==> config.mk <==
export PLATFORM = sky130hd
export DESIGN_NAME = regfile_wb_arbiter
export DESIGN_NICKNAME = d
export VERILOG_FILES = /design/src/rtl/regfile_wb_arbiter.sv
export SDC_FILE = /design/constraint.sdc
export NUM_CORES = 1
export LEC_CHECK = 0
export ABC_AREA = 1
export BUFFER_PORTS_ARGS = -buffer_cell sky130_fd_sc_hd__buf_2
export CAP_MARGIN = 0
export CORE_MARGIN = 2
export CORE_UTILIZATION = 40
export DETAILED_ROUTE_END_ITERATION = 8
export PLACE_DENSITY_LB_ADDON = 0.05
export SYNTH_ARGS = -nofsm -noshare
export SYNTH_HDL_FRONTEND = slang
export SYNTH_SLANG_ARGS = --single-unit
==> constraint.sdc <==
create_clock -name clk -period 1.3 [get_ports clk]
set_clock_uncertainty 0.1 [all_clocks]
set_input_delay 0.13 -clock clk [delete_from_list [all_inputs] [get_ports clk]]
set_output_delay 0.13 -clock clk [all_outputs]
set_load 0.01 [all_outputs]
==> src/rtl/regfile_wb_arbiter.sv <==
// Two-source register-file write-back arbiter with a destination scoreboard.
// Define RR_FAIR_EN for round-robin arbitration; otherwise source 0 has fixed priority.
module regfile_wb_arbiter #(
    parameter  int DATA_W = 16,
    parameter  int ADDR_W = 3,
    localparam int NREG   = 2**ADDR_W
) (
    input  logic                     clk,
    input  logic                     rst_bar,
    input  logic                     req0_valid,
    input  logic [ADDR_W-1:0]        req0_reg,
    input  logic signed [DATA_W-1:0] req0_value,
    output logic                     req0_ready,
    input  logic                     req1_valid,
    input  logic [ADDR_W-1:0]        req1_reg,
    input  logic signed [DATA_W-1:0] req1_value,
    output logic                     req1_ready,
    input  logic                     rsv_valid,
    input  logic [ADDR_W-1:0]        rsv_reg,
    output logic                     rf_we,
    output logic [ADDR_W-1:0]        rf_regw,
    output logic signed [DATA_W-1:0] rf_regw_value,
    output logic [NREG-1:0]          busy_mask,
    output logic                     rsv_err
);

    typedef struct packed {
        logic [ADDR_W-1:0]        regw;
        logic signed [DATA_W-1:0] value;
    } wb_t;

    logic      grant0, grant1, xfer;
    wb_t       wb_sel;
    logic [NREG-1:0] set_mask, clr_mask;
    localparam logic [NREG-1:0] ONE_HOT0 = {{(NREG-1){1'b0}}, 1'b1};

`ifdef RR_FAIR_EN
    // prio1 high means source 1 wins the next conflict; flips only on a transfer.
    logic prio1;

    always_ff @(posedge clk or negedge rst_bar) begin
        if (!rst_bar)  prio1 <= 1'b0;
        else if (xfer) prio1 <= grant0;
    end

    always_comb begin
        grant0 = req0_valid && (!req1_valid || !prio1);
        grant1 = req1_valid && (!req0_valid ||  prio1);
    end
`else
    always_comb begin
        grant0 = req0_valid;
        grant1 = req1_valid && !req0_valid;
    end
`endif

    // Grants are masked by reset so nothing is accepted while rst_bar is low.
    assign req0_ready = rst_bar && grant0;
    assign req1_ready = rst_bar && grant1;
    assign xfer       = req0_ready || req1_ready;

    always_comb begin
        wb_sel = req1_ready ? wb_t'{regw: req1_reg, value: req1_value}
                            : wb_t'{regw: req0_reg, value: req0_value};
    end

    always_ff @(posedge clk or negedge rst_bar) begin
        if (!rst_bar) begin
            rf_we         <= 1'b0;
            rf_regw       <= '0;
            rf_regw_value <= '0;
        end else begin
            rf_we <= xfer;
            if (xfer) begin
                rf_regw       <= wb_sel.regw;
                rf_regw_value <= wb_sel.value;
            end
        end
    end

    always_comb begin
        set_mask = rsv_valid ? (ONE_HOT0 << rsv_reg)     : '0;
        clr_mask = xfer      ? (ONE_HOT0 << wb_sel.regw) : '0;
    end

    // Set is applied after clear so a same-edge reserve wins over a write-back.
    always_ff @(posedge clk or negedge rst_bar) begin
        if (!rst_bar) begin
            busy_mask <= '0;
            rsv_err   <= 1'b0;
        end else begin
            busy_mask <= (busy_mask & ~clr_mask) | set_mask;
            rsv_err   <= rsv_valid && busy_mask[rsv_reg] && !clr_mask[rsv_reg];
        end
    end

endmodule
==> results of run 1 <==
[per-layer routing]
layer | up-vias | global-route usage [%] | wire length (um)
met5 | - | 0 | 0
met4 | 0 | 6.888 | 46
met3 | 5 | 5.451 | 296
met2 | 65 | 33.21 | 1854
met1 | 748 | 27.43 | 1897
li1 | 847 | - | -
[cell families after synthesis]
group | after synthesis | synth area share [%]
buffers and inverters | 27 | 8.299
flip-flops | 29 | 47.19
AND/OR/NAND/NOR | 91 | 26.36
AO/OA/AOI/OAI | 53 | 18.14
[Yosys cell counts (2+ instances only)]
cell      instances
nand3_1           6
inv_2             2
nor2_4            3
a22oi_1           3
nand4_1           5
inv_1            17
nor2_1           26
buf_6             3
clkbuf_1          4
nand2_1          46
o21ai_1          10
nand2_2           3
dfrtp_1          29
o21ai_0          37
o22ai_1           2
[area by class of cell]
cell class / instances / area share [%]
Clock buffer: 6 / 3.748
Sequential cell: 29 / 32.94
Multi-Input combinational cell: 144 / 31.29
Timing Repair Buffer: 99 / 25.44
Tap cell: 48 / 2.726
Clock inverter: 2 / 0.6246
Inverter: 19 / 3.237
[worst max-delay path by stage]
stage	depth (start not counted)	start	end	slack [ns]
finish	6	busy_mask[4]	rsv_err	0.09
detailed placement	12	rst_bar	rsv_err	-0.14
floorplan	11	req0_valid	rsv_err	0.10
global route	9	req0_valid	busy_mask[5]	0.002
global placement	11	rst_bar	rsv_err	-0.17
CTS	6	busy_mask[4]	rsv_err	0.07
[critical path, stage by stage (launching register included)]
cell	delay [ns]
dfrtp_1	0.42
a22oi_2	0.19
o221ai_1	0.15
nand3_1	0.09
nand2_1	0.05
nand2_1	0.06
nor2_1	0.03
[stage by stage]
step / setup slack [ns] / hold WS (ns) / instance area (um^2) / std cells / TNS (ns)
2_1_floorplan: 0.1032 / -0.2656 / 1538 / 200 / 0
3_3_place_gp: -0.1730 / 0.02505 / 2072 / 336 / -0.7424
3_5_place_dp: -0.1390 / 0.02185 / 2072 / 336 / -0.6971
4_1_cts: 0.07269 / 0.005663 / 2198 / 347 / 0
5_1_grt: 0.001655 / 0.009452 / 2203 / 347 / 0
6_report: 0.08972 / 0.009857 / 2203 / 347 / 0
[report_power, final]
group / switching [W] / internal, W / total (W)
logic: 0.000394 / 0.000311 / 0.000705
clock network: 0.000348 / 0.000428 / 0.000775
registers: 0.0000902 / 0.00106 / 0.00115
[flip-flops by register name, indices dropped and copies added, names as in the netlist]
signal         count
rf_regw_value     16
busy_mask          8
rf_regw            3
rf_we              1
rsv_err            1
[timing repair]
| item | in CTS | in global routing |
|---|---|---|
| hold buffers | 3 | 0 |
| endpoints found under the setup margin | 0 | 1 |
| hold endpoints to repair | 30 | 0 |
| gates resized for setup | 0 | 1 |
==> results.ini, run 1 <==
[layout]
regArea_um2=725.7
final_nets=344
fill_cells=368
antenna_cells=0
drive_above_1_share_pct=38.46
layout_commonest_cell=buf_2
area_growth_pct=43.29
layout_common_cells=buf_2, nand2_1, o21ai_0
utilization_pct=59.74
multi_input_area_um2=689.4

[power_and_ir_drop]
power_w=0.002629
p_leak_nw=1.201
power_density_nw_per_um2=1193
vdd_ir_drop_max_uv=643.1

[global_routing]
grt_pass1_wl_mm=6.886
grt_overflow=0
antenna_found_initial=0
grt_pass1_vias=1528
grt_max_degree=29
track_usage_pct=20.78

[setup_path]
rr_startpoint=busy_mask[4]
reg2regPathDepth=6
path_class=flip-flop to flip-flop
r2r-end=rsv_err
ff2ff_setup_slack_ns=0.09
critPathMaxFanout=3
worstPathArrival_ns=1.28
critPathCaptureType=flip-flop
start_kind=flip-flop
critical_path_required_ns=1.37

[sta]
worst-slew-pin-transition_ns=0.3401
slew_violations=0
period_share_pct=93.10
max_freq_mhz=826.3
min_period_ns=1.210
rsz0062_at_grt=no
hold_viol_final=0
setup_viol=0
max-slew-margin-rel_pct=77.33

[min_path]
hold_path_startpoint=req1_value[14]
holdPathEnd=rf_regw_value[14]
min_path_type=input port to flip-flop
holdPathStages=3

[synth]
synth_top_area_share_pct=47.19
asyncSetResetFlopFracSynth_pct=100.0
yosysTopAreaCell=dfrtp_1
dominantRegCellSynth=dfrtp_1
synth_enable_flop_cells=0
syn_inst=200
syn_nets=246
ys_warn_count=0
synthTopCellsByArea=dfrtp_1, o21ai_0, nand2_1
ys_seq_area_share_pct=47.19
syn_area_um2=1538
ys_ff_latch=29
avgSynthCellArea_um2=7.689
synth_cell_types=19

[route]
routed_wl_mm=4.094
ant_nets=0
drc=0
dr_total_vias=1665
wl_per_cell_um=11.80
first_pass_iters=5
drt_iter0_drc=68
drt-vias-per-instance=4.798

[cts]
clock_path_buffers=2
cts_tree=built
clock_sinks=29
clockRootBuffer=clkbuf_8
clk_pin_slew_ns=0.06
numCtsBuffers=5
post_cts_buffers=0
clkLatencyLatePin_ns=0.28
cts-htree-levels=2

[placed_design]
gp_congestion=0.8575
port_buffers=76
dpl.hpwl_mm=3.095

[floorplanning]
core_um2=3689
io_pins=77
initial_core_util_pct=41.69
die_area_um2=4356
die_width_um=66
num_rows=22
die_y_um=66

[run]
cap_violations=0

[run_status]
outcome=finished, final reports clean

No activity file was read; power rests on OpenSTA's default activity.
==> run 2, diff against run 1 <==
Clock period 1.3 ns to 1.2 ns, I/O delays scaled along.
==> run 2 against run 1 <==
Effect of this change:
- clock-buffer cell count is the same
- die area stayed put
- global-route usage shrank 0.57 points
==> results.ini, run 2 (same netlist as run 1, synthesis figures left out) <==
[route]
first_pass_iters=4  ; -1
ant_nets=0  ; unchanged
routed_wl_mm=4.119  ; +0.61%
drt-vias-per-instance=4.774  ; -0.50%
dr_total_vias=1671  ; +0.36%
wl_per_cell_um=11.77  ; -0.25%
drc=0  ; unchanged
drt_iter0_drc=76  ; +12%

[min_path]
hold_path_startpoint=req1_value[2]
holdPathEnd=rf_regw_value[2]
holdPathStages=3  ; unchanged
min_path_type=input port to flip-flop

[setup_path]
start_kind=flip-flop
rr_startpoint=busy_mask[4]
critical_path_required_ns=1.27  ; -0.10 ns
ff2ff_setup_slack_ns=0.03  ; -0.06 ns
r2r-end=rsv_err
path_class=flip-flop to flip-flop
critPathCaptureType=flip-flop
worstPathArrival_ns=1.24  ; -0.04 ns
reg2regPathDepth=6  ; unchanged
critPathMaxFanout=2  ; -1

[cts]
post_cts_buffers=0  ; unchanged
clock_sinks=29  ; unchanged
numCtsBuffers=5  ; unchanged
clk_pin_slew_ns=0.06  ; about the same
cts-htree-levels=2  ; unchanged
clockRootBuffer=clkbuf_8
cts_tree=built
clkLatencyLatePin_ns=0.27  ; about the same
clock_path_buffers=2  ; unchanged

[placed_design]
dp_slack_ns=-0.2380  ; -0.09899 ns
gp_congestion=0.8622  ; +0.55%
dpl.hpwl_mm=3.111  ; +0.54%
dpl-instance-area_um2=2087  ; +0.72%
port_buffers=76  ; unchanged

[sta]
setup_viol=0  ; unchanged
worst-slew-pin-transition_ns=0.3428  ; +0.002687 ns
fin_tns_setup_ns=0  ; unchanged
rsz0062_at_grt=yes
max_freq_mhz=856.4  ; +3.6%
hold_viol_final=0  ; unchanged
period_share_pct=97.31  ; +4.2 points
slew_violations=0  ; unchanged
min_period_ns=1.168  ; -0.04254 ns
fin_ws_ns=0.03226  ; -0.05746 ns
max-slew-margin-rel_pct=77.15  ; -0.18 points
holdWs_ns=0.004737  ; -0.005120 ns

[layout]
largestRegisters=rf_regw_value (16), busy_mask (8), rf_regw (3)
layout_commonest_cell=buf_2
area_growth_pct=46.38
regMostFlops=rf_regw_value
fin_area_um2=2251  ; +2.2%
final_nets=347  ; +0.87%
drive_above_1_share_pct=41.06  ; +2.6 points
largest_register_ffs=16  ; unchanged
layout_common_cells=buf_2, nand2_1, o21ai_0
antenna_cells=0  ; unchanged

[run]
cap_violations=0  ; unchanged

[global_routing]
grt_overflow=0  ; unchanged
grt_pass1_vias=1528  ; unchanged
track_usage_pct=20.21  ; -0.57 points
grt_pass1_wl_mm=6.651  ; -3.4%
grt_max_degree=29  ; unchanged
antenna_found_initial=0  ; unchanged

[floorplanning]
io_pins=77  ; unchanged
core_um2=3689  ; unchanged
num_rows=22  ; unchanged
die_y_um=66  ; unchanged
initial_core_util_pct=41.69  ; unchanged
die_area_um2=4356  ; unchanged
die_width_um=66  ; unchanged

[power_and_ir_drop]
p_leak_nw=1.215  ; +1.2%
power_w=0.002878  ; +9.5%
vdd_ir_drop_max_uv=1015  ; +58%
power_density_nw_per_um2=1279  ; +7.2%

[run_status]
outcome=finished, final reports clean

[run 2: cell count changes in the layout (fill, tap and decap cells not counted), sizes merged]
| cell | delta |
|---|---|
| buf | +2 |
| dlygate4sd3 | +1 |
[run 2: worst max path at each step]
stage | startpoint | endpoint | slack [ns] | cells past startpoint
after CTS | busy_mask[4] | rsv_err | 0.03 | 6
after global placement | rst_bar | rsv_err | -0.28 | 11
final | busy_mask[4] | rsv_err | 0.03 | 6
after floorplan | req0_valid | rsv_err | 0.01 | 11
after global routing | rst_bar | rsv_err | -0.05 | 11
after detailed placement | rst_bar | rsv_err | -0.24 | 12
[run 2: metrics by stage]
step	instances	utilization, %
after floorplan	200	-
after global placement	338	56.58
after detailed placement	338	56.58
after CTS	350	60.28
after global routing	350	61.02
final	350	61.02
[run 2: power by group]
part / total (W) / internal (W) / switching [W] / leakage (nW)
clock: 0.000836 / 0.000464 / 0.000373 / 0.0512
combinational: 0.000804 / 0.000362 / 0.000442 / 0.823
sequential: 0.00124 / 0.00115 / 0.0000919 / 0.341
total: 0.00288 / 0.00197 / 0.000907 / 1.22
[run 2: worst max-delay path: stages (launching register included)]
cell,delay (ns)
dfrtp_1,0.38
a22oi_1,0.18
o221ai_1,0.16
nand3_1,0.10
nand2_1,0.05
nand2_1,0.06
nor2_1,0.03
[run 2: final cells by class]
type	instances	area (um^2)
Fill cell	360	1438
Sequential cell	29	725.7
Multi-Input combinational cell	144	709.4
Timing Repair Buffer	102	585.6
Clock buffer	6	82.58
Inverter	19	73.82
Tap cell	48	60.06
Clock inverter	2	13.76
[run 2: routing by layer]
metal	track usage, %	up-vias	share of wire, %
li1	-	856	-
met1	26.83	749	48
met2	32.32	64	46
met3	5.622	2	6.3
met4	5.867	0	0.53
met5	0	-	0
[run 2: repair_timing]
action                     in CTS  in global routing
hold endpoints to repair       31                  0
setup endpoints to repair       0                  4
hold buffers                    4                  0
resized for setup               0                 10
==> run 3, diff against run 2 <==
Clock period 1.2 ns to 1.5 ns, I/O delays scaled along.
==> run 3 against run 2 <==
Effect of this change:
- clock power is 19% lower
- sequential share of layout area is 2.1 points higher
- setup slack improved by 0.26 ns
- die area unchanged
- non-clock buffer count down 14
- final cell count fell by 4.0%
- routed wire length is 1.9% lower
- total power shrank 22%
- sequential cell count unchanged
==> results.ini, run 3 (same netlist as run 1, synthesis figures left out) <==
[global_routing]
grt_pass1_wl_mm=6.582  ; -1.0%
grt-busiest-layer=met2
antenna_found_initial=0  ; unchanged
grt_overflow=0  ; unchanged
track_usage_pct=19.83  ; -0.38 points
gr-usage-met1_pct=27.14  ; +0.31 points
grt_pass1_vias=1487  ; -2.7%
use_met2_pct=30.81  ; -1.5 points
grt_max_degree=29  ; unchanged
grt_use_met3_pct=3.578  ; -2.0 points

[sta]
min_period_ns=1.203  ; +0.03542 ns
period_share_pct=80.21  ; -17 points
fin_ws_ns=0.2968  ; +0.2646 ns
max_freq_mhz=831.1  ; -2.9%
rsz0062_at_grt=no
worst-slew-pin-transition_ns=0.3497  ; +0.006940 ns
max-slew-margin-rel_pct=76.69  ; -0.46 points
slew_violations=0  ; unchanged
fin_tns_setup_ns=0  ; unchanged
hold_viol_final=0  ; unchanged
setup_viol=0  ; unchanged

[cts]
numCtsBuffers=5  ; unchanged
clockRootBuffer=clkbuf_8
cts-htree-levels=2  ; unchanged
clock_sinks=29  ; unchanged
cts_tree=built
clock_path_buffers=2  ; unchanged
clkLatencyLatePin_ns=0.28  ; about the same
post_cts_resized=0  ; unchanged
clk_pin_slew_ns=0.07  ; about the same

[floorplanning]
die_width_um=66  ; unchanged
io_pins=77  ; unchanged
die_area_um2=4356  ; unchanged
core_um2=3689  ; unchanged
num_rows=22  ; unchanged
initial_core_util_pct=41.69  ; unchanged
die_y_um=66  ; unchanged

[power_and_ir_drop]
power_frac_clock_pct=30.0  ; +0.9 points
p_seq_share_pct=44.2  ; +1.2 points
swShare_pct=31.77  ; +0.26 points
p_switching_w=0.0007156  ; -21%
internal_power_w=0.001537  ; -22%
power_w=0.002252  ; -22%
vdd_ir_drop_max_uv=854.5  ; -16%
power_density_nw_per_um2=1066  ; -17%
p_leak_nw=1.148  ; -5.6%
pwr-share-comb_pct=25.8  ; -2.1 points

[layout]
largest_register_ffs=16  ; unchanged
antenna_cells=0  ; unchanged
fin_area_um2=2113  ; -6.1%
layout_commonest_cell=buf_2
layout_common_cells=buf_2, nand2_1, o21ai_0
fill_cells=394  ; +9.4%
drive_above_1_share_pct=36.11  ; -4.9 points
final_nets=333  ; -4.0%
area_growth_pct=37.43
fin_cells=336  ; -4.0%
largestRegisters=rf_regw_value (16), busy_mask (8), rf_regw (3)
regMostFlops=rf_regw_value

[route]
first_pass_iters=4  ; unchanged
drt_iter0_drc=73  ; -3.9%
drt-vias-per-instance=4.830  ; +1.2%
drc=0  ; unchanged
routed_wl_mm=4.040  ; -1.9%
wl_per_cell_um=12.02  ; +2.2%
dr_total_vias=1623  ; -2.9%
ant_nets=0  ; unchanged

[setup_path]
crit_path_cell_trace=a22oi_1, o221ai_1, nand3_1, nand2_1, nand2_1, nor2_1
critPathMaxFanout=3  ; +1
reg2regPathDepth=6  ; unchanged
path_class=flip-flop to flip-flop
critical_path_required_ns=1.57  ; +0.30 ns
critPathCaptureType=flip-flop
ff2ff_setup_slack_ns=0.30  ; +0.26 ns
r2r-end=rsv_err
crit_path_frequent_cell=nand2_1
start_kind=flip-flop
cp_top_family=flip-flops
rr_startpoint=busy_mask[4]
cp.buffers_inverters=0  ; unchanged
worstPathArrival_ns=1.27  ; +0.03 ns
crit_path_max_incr_delay_ns=0.40  ; +0.02 ns
crit_slowest_cell=dfrtp_1

[min_path]
min_path_type=input port to flip-flop
hold_path_startpoint=req1_value[2]
holdPathStages=3  ; unchanged
holdPathEnd=rf_regw_value[2]

[placed_design]
gp_congestion=0.8328  ; -3.4%
dpl-instance-area_um2=1997  ; -4.3%
port_buffers=76  ; unchanged
dp_cells=326  ; -3.6%
dpl.hpwl_mm=3.047  ; -2.1%
dp_slack_ns=0.01726  ; +0.2552 ns

[run_status]
outcome=finished, final reports clean

[run]
cap_violations=0  ; unchanged

[run 3: cell types whose count changed in the layout (fill, tap and decap cells not counted), sizes merged]
| cell | previous run | this run |
|---|---|---|
| buf | 98 | 86 |
| dlygate4sd3 | 4 | 2 |
[run 3: layout make-up]
| type | count | area, um^2 | share of cell area, % |
|---|---|---|---|
| Sequential cell | 29 | 725.7 | 34.34 |
| Multi-Input combinational cell | 144 | 684.4 | 32.39 |
| Timing Repair Buffer | 88 | 475.5 | 22.50 |
| Clock buffer | 6 | 82.58 | 3.908 |
| Inverter | 19 | 71.32 | 3.375 |
| Tap cell | 48 | 60.06 | 2.842 |
| Clock inverter | 2 | 13.76 | 0.6513 |
[run 3: per-stage QoR]
step                util (%)  hold slack [ns]
floorplan                  -          -0.2456
global placement       54.14          0.03962
detailed placement     54.14          0.04107
CTS                    57.29          0.02389
global route           57.29          0.03823
finish                 57.29          0.02678
[run 3: worst max-delay path by stage]
stage / end / start / cells past startpoint
global placement: rsv_err / rst_bar / 12
global route: rsv_err / rst_bar / 12
finish: rsv_err / busy_mask[4] / 6
detailed placement: rsv_err / rst_bar / 12
floorplan: rsv_err / req0_valid / 11
CTS: rsv_err / busy_mask[4] / 6
[run 3: worst reg2reg max path, delay by kind of cell (launching register included)]
kind | cells | cell delay (ns)
flops | 1 | 0.40
compound gates | 2 | 0.36
simple gates | 4 | 0.23
[run 3: per-layer routing]
metal | wire length (um) | vias up
li1 | - | 827
met1 | 1843 | 728
met2 | 1840 | 62
met3 | 298 | 6
met4 | 57 | 0
met5 | 0 | -
[run 3: power groups by stage]
stage	sequential, W	combinational [W]	clock, W
after CTS	0.000994	0.000589	0.000694
final	0.000995	0.000581	0.000676
after detailed placement	0.00101	0.000582	0
after floorplan	0.00107	0.000233	0
after global routing	0.00101	0.000653	0.000729
after global placement	0.00101	0.000583	0
[run 3: what timing repair did]
item                                   in CTS  in global routing
endpoints found under the hold margin      29                  0
buffers inserted                            0                  0
hold buffers                                2                  0
